--- src/rtl/led_matrix_pkg.sv ---
// Shared types and helpers for the LED matrix scanner.
// Scan/swap FSM encodings and the column-enable one-hot builder.
package led_matrix_pkg;

  typedef enum logic {
    SCAN_BLANK,
    SCAN_DRIVE
  } scan_state_t;

  typedef enum logic {
    SWAP_IDLE,
    SWAP_PENDING
  } swap_state_t;

  localparam int MAX_EN = 1024;

  // Callers truncate the result to CHANNELS*COLS bits.
  function automatic logic [MAX_EN-1:0] col_onehot(
    input int c,
    input int ch,
    input int cols
  );
    return {{(MAX_EN-1){1'b0}}, 1'b1} << (ch * cols + c);
  endfunction

endpackage

--- src/rtl/led_matrix_scan_if.sv ---
// Column write port and buffer-swap handshake of the LED scanner.
// The master drives writes and swap requests; the scanner is the slave.
interface led_matrix_scan_if #(
  parameter int ROWS     = 8,
  parameter int COLS     = 8,
  parameter int CHANNELS = 2
);
  localparam int CW = (COLS > 1) ? $clog2(COLS) : 1;

  logic                     wr_valid;
  logic                     wr_ready;
  logic [CW-1:0]            wr_col;
  logic [CHANNELS*ROWS-1:0] wr_data;
  logic                     swap_req;
  logic                     swap_done;

  modport master (
    output wr_valid, wr_col, wr_data, swap_req,
    input  wr_ready, swap_done
  );

  modport slave (
    input  wr_valid, wr_col, wr_data, swap_req,
    output wr_ready, swap_done
  );

endinterface

--- src/rtl/led_frame_buffer.sv ---
// Double-buffered frame storage: writes go to the back buffer,
// a registered read port serves the front buffer by (col, ch).
module led_frame_buffer #(
  parameter int ROWS     = 8,
  parameter int COLS     = 8,
  parameter int CHANNELS = 2,
  parameter int CW       = 3,
  parameter int HW       = 1
) (
  input  logic                     clk,
  input  logic                     reset,
  input  logic                     i_wr_en,
  input  logic [CW-1:0]            i_wr_col,
  input  logic [CHANNELS*ROWS-1:0] i_wr_data,
  input  logic [CW-1:0]            i_rd_col,
  input  logic [HW-1:0]            i_rd_ch,
  input  logic                     i_toggle,
  output logic [ROWS-1:0]          o_rd_data
);

  logic [CHANNELS*ROWS-1:0] r_mem [2][COLS];
  logic                     r_front;
  logic [ROWS-1:0]          r_rd;

  always_ff @(posedge clk) begin
    if (reset) begin
      for (int b = 0; b < 2; b++)
        for (int c = 0; c < COLS; c++)
          r_mem[b][c] <= '1;
      r_front <= 1'b0;
      r_rd    <= '1;
    end else begin
      // Write lands in the old back buffer even on a toggle cycle.
      if (i_wr_en && (32'(i_wr_col) < COLS))
        r_mem[~r_front][i_wr_col] <= i_wr_data;
      r_front <= r_front ^ i_toggle;
      r_rd    <= r_mem[r_front][i_rd_col][i_rd_ch*ROWS +: ROWS];
    end
  end

  assign o_rd_data = r_rd;

endmodule

--- src/rtl/led_matrix_scan.sv ---
// Double-buffered ROWSxCOLS LED matrix scanner with per-slot blanking
// and tear-free buffer swaps on frame boundaries.
module led_matrix_scan
  import led_matrix_pkg::*;
#(
  parameter int ROWS         = 8,
  parameter int COLS         = 8,
  parameter int CHANNELS     = 2,
  parameter int SCAN_DIV     = 16384,
  parameter int BLANK_CYCLES = 4
) (
  input  logic                     clk,
  input  logic                     reset,
  led_matrix_scan_if.slave         bus,
  output logic                     frame_tick,
  output logic [ROWS-1:0]          row,
  output logic [CHANNELS*COLS-1:0] col
);

  localparam int CW   = (COLS > 1) ? $clog2(COLS) : 1;
  localparam int HW   = (CHANNELS > 1) ? $clog2(CHANNELS) : 1;
  localparam int DW   = (SCAN_DIV > 1) ? $clog2(SCAN_DIV) : 1;
  localparam int EN_W = CHANNELS * COLS;

  logic [DW-1:0] r_dwell;
  logic [HW-1:0] r_ch;
  logic [CW-1:0] r_col;

  scan_state_t r_scan, w_scan_nxt;
  swap_state_t r_swap, w_swap_nxt;

  logic            w_dwell_wrap;
  logic            w_ch_wrap;
  logic            w_col_last;
  logic            w_boundary;
  logic            w_toggle;
  logic            w_wr_en;
  logic [ROWS-1:0] w_rd_data;

  logic            r_drive;
  logic [EN_W-1:0] r_col_en;
  logic            r_frame_tick;
  logic            r_swap_done;

  assign w_dwell_wrap = (r_dwell == DW'(SCAN_DIV - 1));
  assign w_ch_wrap    = (r_ch == HW'(CHANNELS - 1));
  assign w_col_last   = (r_col == CW'(COLS - 1));
  assign w_boundary   = w_dwell_wrap && w_ch_wrap && w_col_last;
  assign w_wr_en      = bus.wr_valid && (r_swap == SWAP_IDLE);

  always_ff @(posedge clk) begin
    if (reset) begin
      r_dwell <= '0;
      r_ch    <= '0;
      r_col   <= '0;
    end else if (w_dwell_wrap) begin
      r_dwell <= '0;
      if (w_ch_wrap) begin
        r_ch  <= '0;
        r_col <= w_col_last ? '0 : r_col + 1'b1;
      end else begin
        r_ch  <= r_ch + 1'b1;
      end
    end else begin
      r_dwell <= r_dwell + 1'b1;
    end
  end

  always_ff @(posedge clk) begin
    if (reset) begin
      r_scan <= SCAN_BLANK;
      r_swap <= SWAP_IDLE;
    end else begin
      r_scan <= w_scan_nxt;
      r_swap <= w_swap_nxt;
    end
  end

  always_comb begin
    w_scan_nxt = r_scan;
    unique case (r_scan)
      SCAN_BLANK:
        if (r_dwell == DW'(BLANK_CYCLES - 1))
          w_scan_nxt = SCAN_DRIVE;
      SCAN_DRIVE:
        if (w_dwell_wrap)
          w_scan_nxt = SCAN_BLANK;
      default: w_scan_nxt = SCAN_BLANK;
    endcase
  end

  // A request arriving while pending (or on the swapping boundary) merges.
  always_comb begin
    w_swap_nxt = r_swap;
    w_toggle   = 1'b0;
    unique case (r_swap)
      SWAP_IDLE:
        if (bus.swap_req)
          w_swap_nxt = SWAP_PENDING;
      SWAP_PENDING:
        if (w_boundary) begin
          w_swap_nxt = SWAP_IDLE;
          w_toggle   = 1'b1;
        end
      default: w_swap_nxt = SWAP_IDLE;
    endcase
  end

  led_frame_buffer #(
    .ROWS     (ROWS),
    .COLS     (COLS),
    .CHANNELS (CHANNELS),
    .CW       (CW),
    .HW       (HW)
  ) u_fb (
    .clk       (clk),
    .reset     (reset),
    .i_wr_en   (w_wr_en),
    .i_wr_col  (bus.wr_col),
    .i_wr_data (bus.wr_data),
    .i_rd_col  (r_col),
    .i_rd_ch   (r_ch),
    .i_toggle  (w_toggle),
    .o_rd_data (w_rd_data)
  );

  always_ff @(posedge clk) begin
    if (reset) begin
      r_drive      <= 1'b0;
      r_col_en     <= '0;
      r_frame_tick <= 1'b0;
      r_swap_done  <= 1'b0;
    end else begin
      r_drive      <= (r_scan == SCAN_DRIVE);
      r_col_en     <= (r_scan == SCAN_DRIVE)
                    ? EN_W'(col_onehot(int'(r_col), int'(r_ch), COLS))
                    : '0;
      r_frame_tick <= w_boundary;
      r_swap_done  <= w_toggle;
    end
  end

  assign row           = r_drive ? w_rd_data : '1;
  assign col           = r_col_en;
  assign frame_tick    = r_frame_tick;
  assign bus.swap_done = r_swap_done;
  assign bus.wr_ready  = (r_swap == SWAP_IDLE);

endmodule

--- src/flat_wrapper.sv ---
// flat-port wrapper written by rule: the top's interface ports become plain ports
module led_matrix_scan_flat import led_matrix_pkg::*;
#(
  parameter int ROWS         = 8,
  parameter int COLS         = 8,
  parameter int CHANNELS     = 2,
  parameter int SCAN_DIV     = 16384,
  parameter int BLANK_CYCLES = 4
)
  (clk, reset, frame_tick, row, col, bus_wr_valid, bus_wr_col, bus_wr_data, bus_swap_req, bus_wr_ready, bus_swap_done);
  led_matrix_scan_if #(.ROWS(ROWS), .COLS(COLS), .CHANNELS(CHANNELS)) bus_i ();
  input  logic clk;
  input  logic reset;
  output logic frame_tick;
  output logic [ROWS-1:0] row;
  output logic [CHANNELS*COLS-1:0] col;
  input wire logic [$bits(bus_i.wr_valid)-1:0] bus_wr_valid;
  input wire logic [$bits(bus_i.wr_col)-1:0] bus_wr_col;
  input wire logic [$bits(bus_i.wr_data)-1:0] bus_wr_data;
  input wire logic [$bits(bus_i.swap_req)-1:0] bus_swap_req;
  output wire logic [$bits(bus_i.wr_ready)-1:0] bus_wr_ready;
  output wire logic [$bits(bus_i.swap_done)-1:0] bus_swap_done;
  assign bus_i.wr_valid = bus_wr_valid;
  assign bus_i.wr_col = bus_wr_col;
  assign bus_i.wr_data = bus_wr_data;
  assign bus_i.swap_req = bus_swap_req;
  assign bus_wr_ready = bus_i.wr_ready;
  assign bus_swap_done = bus_i.swap_done;
  led_matrix_scan #(.ROWS(ROWS), .COLS(COLS), .CHANNELS(CHANNELS), .SCAN_DIV(SCAN_DIV), .BLANK_CYCLES(BLANK_CYCLES)) u_core (.clk(clk), .reset(reset), .bus(bus_i), .frame_tick(frame_tick), .row(row), .col(col));
endmodule
--- config.mk ---
export PLATFORM = sky130hd
export DESIGN_NAME = led_matrix_scan_flat
export DESIGN_NICKNAME = d
export VERILOG_FILES = /design/src/rtl/led_matrix_pkg.sv /design/src/rtl/led_matrix_scan_if.sv /design/src/rtl/led_frame_buffer.sv /design/src/rtl/led_matrix_scan.sv /design/src/flat_wrapper.sv
export SDC_FILE = /design/constraint.sdc
export NUM_CORES = 1
export LEC_CHECK = 0
export CAP_MARGIN = 20
export CORE_MARGIN = 3
export CORE_UTILIZATION = 27
export DETAILED_ROUTE_END_ITERATION = 8
export HOLD_SLACK_MARGIN = 0.08
export PLACE_DENSITY = 0.53
export SLEW_MARGIN = 5
export SYNTH_ARGS = -nofsm -noshare
export SYNTH_HDL_FRONTEND = slang
export SYNTH_SLANG_ARGS = --single-unit
--- constraint.sdc ---
create_clock -name clk -period 4.15 [get_ports clk]
set_input_delay 0.415 -clock clk [delete_from_list [all_inputs] [get_ports clk]]
set_output_delay 0.415 -clock clk [all_outputs]
set_load 0.01 [all_outputs]
==> impl_metrics.ini <==
[run_status]
status = complete, no violations

[synth]
yosys_register_bits = 304
synth_sequential_area_ratio_pct = 66.0
synth.lib_cells_used.distinct = 47
postSynthAreaPerCell_um2 = 14.3
dominantRegCellSynth = edfxtp_1
synthCells = 913
synthTopCellsByArea = edfxtp_1 59%, mux2i_1 9.9%, dfxtp_1 7.3%
mapped_area_um2 = 13100
synth-warning-count = 0
synthDominantCellAreaShare_pct = 58.7
synth_top_cell_by_area = edfxtp_1
postSynth.asyncResetShare_pct = 0
syn-num-nets = 943
post_synth_edffs = 256

[detailed_routing]
avgViaCountPerCell = 4.77
num_vias = 7665
routed_wirelength_mm = 35.6
routedWlPerCell_um = 22.2
drt_first_iter_violations = 591
detail-route-antenna-nets = 0
post-route-drc-count = 0
first_pass_iters = 5

[timing]
rsz0062_at_grt = no
worstMarginPinSlew_ns = 0.921
hold_slack_ns = 0.454
maxSlewHeadroom_pct = 38.6
final_period_minus_worst_setup_slack_ns = 2.85
finalWorstSetupSlack_ns = 1.30
timing.clock.skew_ns = 0.0105
report.final.slew_viol_count = 0
setup_violating_endpoint_count_in_the_final_report = 0
timing.final.crit_share_pct = 68.6
timing.setup.tns_ns = 0
achievable-frequency_mhz = 351
timing.final.hold_violations = 0

[critical_path]
critPathRequiredTime_ns = 4.52
worst_r2r_endpoint = u_core.u_fb.o_rd_data[1]
critical_path.max_fanout = 91
r2r-start = u_core.u_fb.r_front
r2r.worst_path.cells = 5
reg2reg_slack_ns = 1.30
worstSetupPathType = reg2reg
critPathArrivalTime_ns = 3.22
crit_path_end_kind = register
crit_start = u_core.u_fb.r_front
critPathCapture = u_core.u_fb.o_rd_data[1]
start_kind = register

[pwr]
power.switching_w = 0.00134
internal_power_w = 0.00513
static-leakage-power_nw = 4.07
vdd_ir_drop_max_uv = 264
combinationalPowerShare_pct = 3.2
swShare_pct = 20.7
power.sequential.fraction_pct = 52.0
clkPwrFrac_pct = 44.8
pwr_density_cell_nw_per_um2 = 423

[cells_and_area]
num-nets-final = 994
stdcell_area_um2 = 15300
layout-drive-gt1-share_pct = 14.6
final_cell_count_no_fill = 1606
count_of_fill_cells_added_during_filler_insertion = 4730
layout-area-overhead-vs-synth_pct = 16.8

[global_route]
antenna_found_initial = 1
grt.overflow.total = 0
grt_resource_usage_total_pct = 13.8
first_global_vias = 7554
grt_first_pass_wirelength_mm = 52.1
largest_net_degree_at_the_start_of_global_routing = 92

[cts]
cts_sinks = 304
cts.clk_slew.worst_paths_ns = 0.06
cts_buffers = 35
cts_htree_levels = 2
cts_max_path_buffers = 3
tritoncts = done
ctsHoldBuffers = 0
clk_latency_ns = 0.51
clock_tree.root_cell = clkbuf_16
post_cts_resize_count = 0
cts_setup_buffers = 0

[floorplan]
design.portCount = 50
dieWidth_um = 226
core_region_area_um2 = 47800
die_y_um = 226
fp.dieArea_um2 = 51200
initial_utilization_pct = 27.4
floorplan.rows = 80

[placement]
place_ws_ns = 1.17
placed_cells_incl_taps = 1542
post-dp-hpwl_mm = 22.1
routabilityCongestion = 0.770
place.port_buffers = 49
placement.cell_area_um2 = 14200

[worst_hold_path]
class_of_the_worst_hold_path = reg2reg

[job]
max-cap-violations = 0
[cells by family after synthesis]
kind of cell,Yosys count,synth area share (%)
AOI/OAI and AO/OA,120,6.62
xor gates and xnor gates,12,0.803
adders and majority gates,7,0.669
buffers and inverters,63,2.74
DFF,304,66.0
muxes,129,9.86
and+or+nand+nor,278,13.3
[stage by stage]
step | total power (W) | utilization [%]
floorplan | 0.00351 | -
global placement | 0.00364 | 29.7
detailed placement | 0.00364 | 29.7
CTS | 0.00654 | 32.0
global route | 0.00667 | 32.0
finish | 0.00647 | 32.0
[layout by cell type (no fill, tap or decap), types with 4 or more instances in the layout]
cell | netlist | layout
or2b_1 | 8 | 8
xnor2_1 | 4 | 4
mux2i_1 | 129 | 129
buf_4 | 10 | 20
nor2_1 | 35 | 34
or2_1 | 33 | 33
and4_1 | 4 | 4
o41ai_2 | 5 | 6
clkbuf_1 | 25 | 11
edfxtp_1 | 256 | 256
clkinv_2 | 0 | 5
nand3_1 | 8 | 8
clkdlybuf4s50_1 | 0 | 49
xor2_1 | 8 | 8
clkinv_1 | 0 | 5
nand2b_1 | 81 | 81
inv_1 | 7 | 7
and3_1 | 7 | 7
dfxtp_1 | 48 | 47
or2_2 | 52 | 52
nand2_1 | 19 | 19
clkbuf_16 | 0 | 37
a22oi_1 | 64 | 64
nand4_1 | 6 | 6
ha_1 | 7 | 7
a21oi_1 | 36 | 36
[critical path: stages, from the launching register on]
cell,delay [ns]
dfxtp_4,0.87
buf_12,0.57
mux2i_1,0.38
a22oi_1,0.13
a21oi_1,0.48
o41ai_1,0.16
[cells in the mapped netlist, drive strengths merged, types with 9 or more instances]
cell type and instances:
a21oi 36, a22oi 64, buf 29, clkbuf 27
dfxtp 48, edfxtp 256, mux2i 129, nand2 20
nand2b 81, nand3 10, nor2 35, o41ai 9
or2 85
[layout make-up]
type	count	area, um2	share of cell area, %
Clock buffer	50	995	6.50
Inverter	7	26.3	0.172
Multi-Input combinational cell	546	4100	26.8
Sequential cell	304	8650	56.6
Clock inverter	12	81.3	0.532
Timing Repair Buffer	70	661	4.32
Antenna cell	2	5.00	0.0327
Tap cell	615	769	5.03
[flip-flops by register name, summed over array words and instances (netlist names)]
name / count
u_core.bus.swap_done: 1
u_core.col: 16
u_core.frame_tick: 1
u_core.r_ch: 1
u_core.r_col: 3
u_core.r_drive: 1
u_core.r_dwell: 14
u_core.r_scan: 1
u_core.r_swap: 1
u_core.u_fb.o_rd_data: 8
u_core.u_fb.r_front: 1
u_core.u_fb.r_mem: 256
[per-layer routing]
layer / wire length [um] / track usage [%] / vias up
li1: - / - / 3490
met1: 16500 / 19.6 / 3936
met2: 16800 / 22.4 / 201
met3: 1760 / 2.14 / 38
met4: 528 / 2.93 / 0
met5: 0 / 0 / -
[how the worst min path moves through the flow]
stage | depth (start not counted) | slack (ns) | startpoint | end
6_report | 1 | 0.45 | u_core.r_dwell[0] | u_core.r_dwell[0]
5_1_grt | 1 | 0.49 | u_core.r_dwell[0] | u_core.r_dwell[0]
4_1_cts | 1 | 0.46 | u_core.r_dwell[0] | u_core.r_dwell[0]
3_5_place_dp | 1 | 0.44 | u_core.r_dwell[0] | u_core.r_dwell[0]
3_3_place_gp | 1 | 0.45 | u_core.r_dwell[0] | u_core.r_dwell[0]
2_1_floorplan | 1 | 0.43 | u_core.r_dwell[0] | u_core.r_dwell[0]
[power by group through the flow]
stage	combinational (W)	clock, W	sequential [W]
finish	0.000209	0.00290	0.00336
global route	0.000222	0.00308	0.00337
CTS	0.000210	0.00296	0.00336
detailed placement	0.000209	0	0.00343
global placement	0.000208	0	0.00343
floorplan	0.0000900	0	0.00342
Power figures use the tool's default switching activity.
